[config.mk]
export PLATFORM = sky130hd
export DESIGN_NAME = aes_encryptor_ser_buffer
export DESIGN_NICKNAME = d
export VERILOG_FILES = /design/src/rtl/aes_encryptor_ser_buffer.sv
export SDC_FILE = /design/constraint.sdc
export NUM_CORES = 2
export LEC_CHECK = 0
export BUFFER_PORTS_ARGS = -buffer_cell sky130_fd_sc_hd__buf_2
export CAP_MARGIN = 30
export CORE_ASPECT_RATIO = 1.1
export CORE_UTILIZATION = 45
export CTS_CLUSTER_SIZE = 25
export DETAILED_ROUTE_END_ITERATION = 7
export SYNTH_ARGS = -nofsm -noshare
export SYNTH_HDL_FRONTEND = slang
export SYNTH_SLANG_ARGS = --single-unit
export TNS_END_PERCENT = 20
[constraint.sdc]
create_clock -name aes_clk -period 22.2 [get_ports aes_clk]
set_input_delay 1.11 -clock aes_clk [delete_from_list [all_inputs] [get_ports aes_clk]]
set_output_delay 1.11 -clock aes_clk [all_outputs]
set_load 0.05 [all_outputs]
[src/rtl/aes_encryptor_ser_buffer.sv]
// Output buffer between the AES core and the OFDM serial port: a FIFO of whole
// cipher-text state blocks followed by a serialiser with selectable byte and bit order.
module aes_encryptor_ser_buffer #(
  parameter int NO_ROWS      = 4,
  parameter int NO_COLS      = 4,
  parameter int DEPTH_BLOCKS = 16,
  parameter int OUT_WIDTH    = 8,
  parameter int LEVEL_W      = $clog2(DEPTH_BLOCKS + 1)
) (
  input  logic                                   aes_clk,
  input  logic                                   reset,
  input  logic                                   flush,
  input  logic                                   cipher_txt_vld,
  output logic                                   cipher_txt_rdy,
  input  logic [NO_ROWS-1:0][NO_COLS-1:0][7:0]   p_cipher_txt,
  input  logic                                   col_major,
  input  logic                                   msb_first,
  output logic                                   ofdm_sdata_vld,
  input  logic                                   ofdm_sdata_rdy,
  output logic [OUT_WIDTH-1:0]                   ofdm_sdata,
  output logic [LEVEL_W-1:0]                     fill_level,
  output logic                                   buf_full,
  output logic                                   buf_empty,
  output logic [15:0]                            blk_sent
);

  localparam int NB    = NO_ROWS * NO_COLS;
  localparam int BLK_W = 8 * NB;
  localparam int BEATS = BLK_W / OUT_WIDTH;
  localparam int CNT_W = $clog2(BEATS);
  localparam int BPB   = 8 / OUT_WIDTH;
  localparam int AW    = $clog2(DEPTH_BLOCKS);
  localparam int PTR_W = AW + 1;

  localparam logic [CNT_W-1:0]   LAST_BEAT  = CNT_W'(BEATS - 1);
  localparam logic [LEVEL_W-1:0] LEVEL_FULL = LEVEL_W'(DEPTH_BLOCKS);

  typedef enum logic {IDLE, SHIFT} state_e;

  state_e             state_q, state_d;
  logic [PTR_W-1:0]   wr_ptr_q, wr_ptr_d;
  logic [PTR_W-1:0]   rd_ptr_q, rd_ptr_d;
  logic [LEVEL_W-1:0] fill_q, fill_d;
  logic [CNT_W-1:0]   cnt_q, cnt_d;
  logic [BLK_W-1:0]   sr_q, sr_d;
  logic               msb_q, msb_d;
  logic [15:0]        blk_sent_q, blk_sent_d;
  logic [BLK_W-1:0]   mem_q [DEPTH_BLOCKS];

  logic [BLK_W-1:0]   lin_blk;
  logic [7:0]         beat_byte;
  logic               ptr_full, ptr_empty;
  logic               wr_en, beat_acc, last_acc, load;
  int                 sub_idx;

  assign ptr_empty = (wr_ptr_q == rd_ptr_q);
  assign ptr_full  = (wr_ptr_q[AW] != rd_ptr_q[AW]) &&
                     (wr_ptr_q[AW-1:0] == rd_ptr_q[AW-1:0]);

  assign cipher_txt_rdy = !ptr_full && !reset;
  assign wr_en          = cipher_txt_vld && cipher_txt_rdy && !flush;
  assign beat_acc       = (state_q == SHIFT) && ofdm_sdata_rdy;
  assign last_acc       = beat_acc && (cnt_q == LAST_BEAT);
  assign load           = ((state_q == IDLE) || last_acc) && !ptr_empty && !flush;
  assign sub_idx        = int'(cnt_q) % BPB;

  assign fill_level = fill_q;
  assign buf_full   = (fill_q == LEVEL_FULL);
  assign buf_empty  = (fill_q == '0);
  assign blk_sent   = blk_sent_q;

  // Byte k of the stored block is the k-th byte sent.
  // NOTE: every signal written in an always_comb gets a default first, so no latch is inferred.
  always_comb begin
    lin_blk = '0;
    for (int k = 0; k < NB; k++) begin
      if (col_major) lin_blk[8*k +: 8] = p_cipher_txt[k % NO_ROWS][k / NO_ROWS];
      else           lin_blk[8*k +: 8] = p_cipher_txt[k / NO_COLS][k % NO_COLS];
    end
  end

  always_comb begin
    state_d = state_q;
    if (flush)         state_d = IDLE;
    else if (load)     state_d = SHIFT;
    else if (last_acc) state_d = IDLE;
  end

  always_comb begin
    wr_ptr_d   = wr_ptr_q;
    rd_ptr_d   = rd_ptr_q;
    fill_d     = fill_q;
    cnt_d      = cnt_q;
    sr_d       = sr_q;
    msb_d      = msb_q;
    blk_sent_d = blk_sent_q;

    if (wr_en) wr_ptr_d = wr_ptr_q + 1'b1;

    if (load) begin
      rd_ptr_d = rd_ptr_q + 1'b1;
      sr_d     = mem_q[rd_ptr_q[AW-1:0]];
      cnt_d    = '0;
      msb_d    = msb_first;
    end else if (beat_acc) begin
      cnt_d = last_acc ? '0 : cnt_q + 1'b1;
      if (sub_idx == BPB - 1) sr_d = sr_q >> 8;
    end

    case ({wr_en, load})
      2'b10:   fill_d = fill_q + 1'b1;
      2'b01:   fill_d = fill_q - 1'b1;
      default: fill_d = fill_q;
    endcase

    if (last_acc && !flush) blk_sent_d = blk_sent_q + 1'b1;

    // Flush discards queued and in-flight blocks; the sent count is history and survives.
    if (flush) begin
      rd_ptr_d = wr_ptr_q;
      fill_d   = '0;
      cnt_d    = '0;
    end
  end

  always_comb begin
    ofdm_sdata_vld = (state_q == SHIFT);
    beat_byte      = '0;
    if (state_q == SHIFT) begin
      if (msb_q) beat_byte = sr_q[7:0] >> (8 - OUT_WIDTH * (sub_idx + 1));
      else       beat_byte = sr_q[7:0] >> (OUT_WIDTH * sub_idx);
    end
    ofdm_sdata = beat_byte[OUT_WIDTH-1:0];
  end

  // NOTE: sequential state uses non-blocking assignments so every flop samples pre-edge values.
  always_ff @(posedge aes_clk) begin
    if (reset) begin
      state_q    <= IDLE;
      wr_ptr_q   <= '0;
      rd_ptr_q   <= '0;
      fill_q     <= '0;
      cnt_q      <= '0;
      sr_q       <= '0;
      msb_q      <= 1'b0;
      blk_sent_q <= '0;
    end else begin
      state_q    <= state_d;
      wr_ptr_q   <= wr_ptr_d;
      rd_ptr_q   <= rd_ptr_d;
      fill_q     <= fill_d;
      cnt_q      <= cnt_d;
      sr_q       <= sr_d;
      msb_q      <= msb_d;
      blk_sent_q <= blk_sent_d;
    end
  end

  // NOTE: the block store has no reset; stale contents are unreachable once pointers are cleared.
  always_ff @(posedge aes_clk) begin
    if (wr_en) mem_q[wr_ptr_q[AW-1:0]] <= lin_blk;
  end

endmodule
==> metrics.txt <==
outcome=finished clean; worst setup path start=wr_ptr_q[2]$_SDFFE_PP0P_; R2R cell count=13; post-cts resize count=0; starting density of the core=45.4%; register bit total from synthesis=~2.2k; final setup vio count=0; H-tree levels=4; Pleak=29.5 nW; Max Cap Viol=0; dpl cells=6362; worst path arrival time=just over 5000 ps; Die Footprint=roughly 190000 um^2; Starting DRT DRC Count=4244; Final Hold Fails=0; CP max FO=39; Final Cycle Share=about a fifth; DR WL/cell=between 30 and 40 um; Final ANT Viol Nets=0; Slew headroom=slightly above 30%; FP Rows=between 150 and 200; worst skew pair latency=850 ps; Hold Crit Start=sr_q[65]$_SDFFE_PP0P_; Detailed Route WL=about 220000 um; Ys Warns=0; vias in the first global route=42.7k; total gr overflow=0; clk slew on worst S/H paths=60 ps; Power per Cell Area=93.6 nW/um^2; via count=~42k; DRC viols=0; GP Congestion=0.746; maximum clock insertion buffer count=3; chip width=approximately 420 um; Area Growth Syn to Fin=12.7%; area of the multi-input gates=18800 um^2; Syn Inst Count=3941; vias per inst=6.17; worst hold path depth=2; sequential share of the synthesized area=76.5%; Post-Syn Nets=4087; ys async rst share=0%; met2 WL=111000 um; RSZ-0062 raised after global routing=false; Num CTS Buffers=215; highest metal used=met5; initial antenna violation count=14; I/O pin total=168; total track usage=22.8%; Period minus WS final=4370 ps; Worst-Margin Slew=1040 ps; cts hold-fix bufs=0; Syn Std Cell Area=84800 um^2; CTS root buf=clkbuf_16; reg2reg start=wr_ptr_q[2]$_SDFFE_PP0P_; core area=187000 um^2; startpoint types=flop; Post-CTS Setup Repair Bufs=0; hpwl dp=around 110000 um; hold slack=between 400 and 500 ps; DR pass1 iterations=5; Crit Path Class=reg2reg; setup TNS=0 ps; met1 WL=88200 um; IO Port Bufs=166; WP data required=22980 ps; element type at the critical path end=flop; Worst Hold End=sr_q[57]$_SDFFE_PP0P_; Clock Skew=38.3 ps; Slew Limit Fails=0; worst min-delay path class=reg2reg; VDD IR-drop max=between 0.07 and 0.08 mV; Top FF cell, synth=edfxtp_1; Post-synth EDFFs=2048; layout cell share with drive strength beyond 1=28.0%; Syn Area/Cell=21.5 um^2; final cell count without fillers=6771; CTS tree=built; # nets final=approximately 4.3k; register area=64900 um^2; met3 WL post-DR=11400 um; Die H=457 um; reg-to-reg slack, setup=17830 ps; post-layout util=51.2%; largest net degree at the start of global routing=between 100 and 150; post-synthesis cell type count=54; first-pass GRT wire length=310000 um; CTS sink count=between 2k and 2.5k; fill count=14.7k; Reg-to-Reg End=fill_level[4]$_SDFFE_PP0P_; Max Fclk=229 MHz
cell usage after synthesis, types with 2 or more instances:
cell / n / area (um^2)
clkbuf_1: 94 / 353
nor3_1: 5 / 25.0
and4_1: 4 / 35.0
a22o_1: 5 / 43.8
nand4_1: 5 / 31.3
buf_6: 4 / 45.0
buf_2: 106 / 531
buf_4: 47 / 353
nand2b_1: 7 / 43.8
a21oi_1: 18 / 90.1
a221oi_1: 120 / 1050
nand2_1: 143 / 537
inv_1: 8 / 30.0
or3_1: 3 / 18.8
o22ai_1: 4 / 25.0
or2_2: 2 / 12.5
ha_1: 11 / 138
nand3_1: 12 / 60.1
and3_1: 77 / 482
dfxtp_1: 168 / 3360
xor2_1: 18 / 158
edfxtp_1: 2048 / 61500
a311oi_1: 61 / 534
buf_1: 7 / 26.3
a211oi_1: 5 / 37.5
mux2i_1: 68 / 681
mux2_2: 97 / 1090
a22oi_1: 191 / 1430
nor2b_1: 7 / 43.8
mux4_2: 512 / 11500
and2_1: 14 / 87.6
o21ai_0: 3 / 15.0
xnor2_1: 11 / 96.3
a21o_1: 3 / 22.5
o31ai_1: 2 / 15.0
nor2_1: 33 / 124
power breakdown:
part / internal [mW] / total (mW) / switching [mW]
Combinational: 0.235 / 0.601 / 0.366
Clock: 2.13 / 3.67 / 1.54
Sequential: 4.63 / 4.67 / 0.0438
area by class of cell:
cell class | instances | share of cell area [%]
Antenna cell | 6 | 0.0157
Clock buffer | 298 | 6.36
Clock inverter | 103 | 1.07
Inverter | 10 | 0.0406
Multi-Input combinational cell | 1456 | 19.6
Sequential cell | 2216 | 67.9
Tap cell | 2436 | 3.19
Timing Repair Buffer | 246 | 1.78
worst max path at each step:
| stage | to | cells past startpoint |
|---|---|---|
| floorplan | mem_q[7][0]$_DFFE_PP_ | 7 |
| global placement | mem_q[3][18]$_DFFE_PP_ | 8 |
| detailed placement | fill_level[4]$_SDFFE_PP0P_ | 13 |
| CTS | sr_q[30]$_SDFFE_PP0P_ | 6 |
| global route | sr_q[47]$_SDFFE_PP0P_ | 7 |
| finish | fill_level[4]$_SDFFE_PP0P_ | 13 |
critical path: stages, from the launching register on:
cell and delay [ps]:
dfxtp_1 550, xnor2_1 180, nand4_1 200, o211ai_4 200, buf_4 560, clkinv_2 690
ha_1 530, xor2_1 180, ha_1 230, a211o_1 270, a21oi_1 150, a221oi_1 80
or3_1 320, a21oi_1 140
cell families after synthesis:
kind of cell	count (synthesis)	synth area share [%]
AOI/OAI and AO/OA	421	3.94
xor gates and xnor gates	30	0.319
adders and majority gates	11	0.162
buffers and inverters	269	1.59
DFF	2216	76.5
muxes	677	15.7
and+or+nand+nor	317	1.82
registers in the layout, summed over array words and instances, names as in the netlist, named ones only:
register        count
mem_q            2048
sr_q              128
blk_sent           16
fill_level          5
rd_ptr_q            5
wr_ptr_q            5
cnt_q               4
ofdm_sdata_vld      1
metrics by stage:
step,total power [mW],instance area [um^2],worst slack (ps)
4_1_cts,9.01,95500,17480
3_5_place_dp,5.37,88400,17230
5_1_grt,9.20,95600,17480
2_1_floorplan,5.16,84800,10860
3_3_place_gp,5.36,88300,16920
6_report,8.95,95600,17830
cell usage in the layout (no fill, tap or decap), types with 12 or more instances in the layout:
master / n
edfxtp_1: 2048
mux4_2: 512
clkbuf_16: 222
a22oi_1: 191
dfxtp_1: 165
buf_2: 164
nand2_1: 142
a221oi_1: 120
mux2_2: 97
mux2i_1: 68
and3_1: 64
buf_4: 62
a311oi_1: 61
clkbuf_1: 52
clkinv_2: 42
clkinv_1: 33
nor2_1: 31
clkbuf_8: 25
bufinv_16: 19
xor2_1: 18
a21oi_1: 18
and3_4: 13
nand3_1: 12
buf_12: 12
layer usage:
| layer | up-vias | track usage [%] |
|---|---|---|
| met4 | 2 | 6.43 |
| li1 | 17200 | - |
| met3 | 283 | 2.77 |
| met1 | 23000 | 30.8 |
| met2 | 1350 | 39.2 |
| met5 | - | 0 |
No activity file was read; power rests on OpenSTA's default activity.
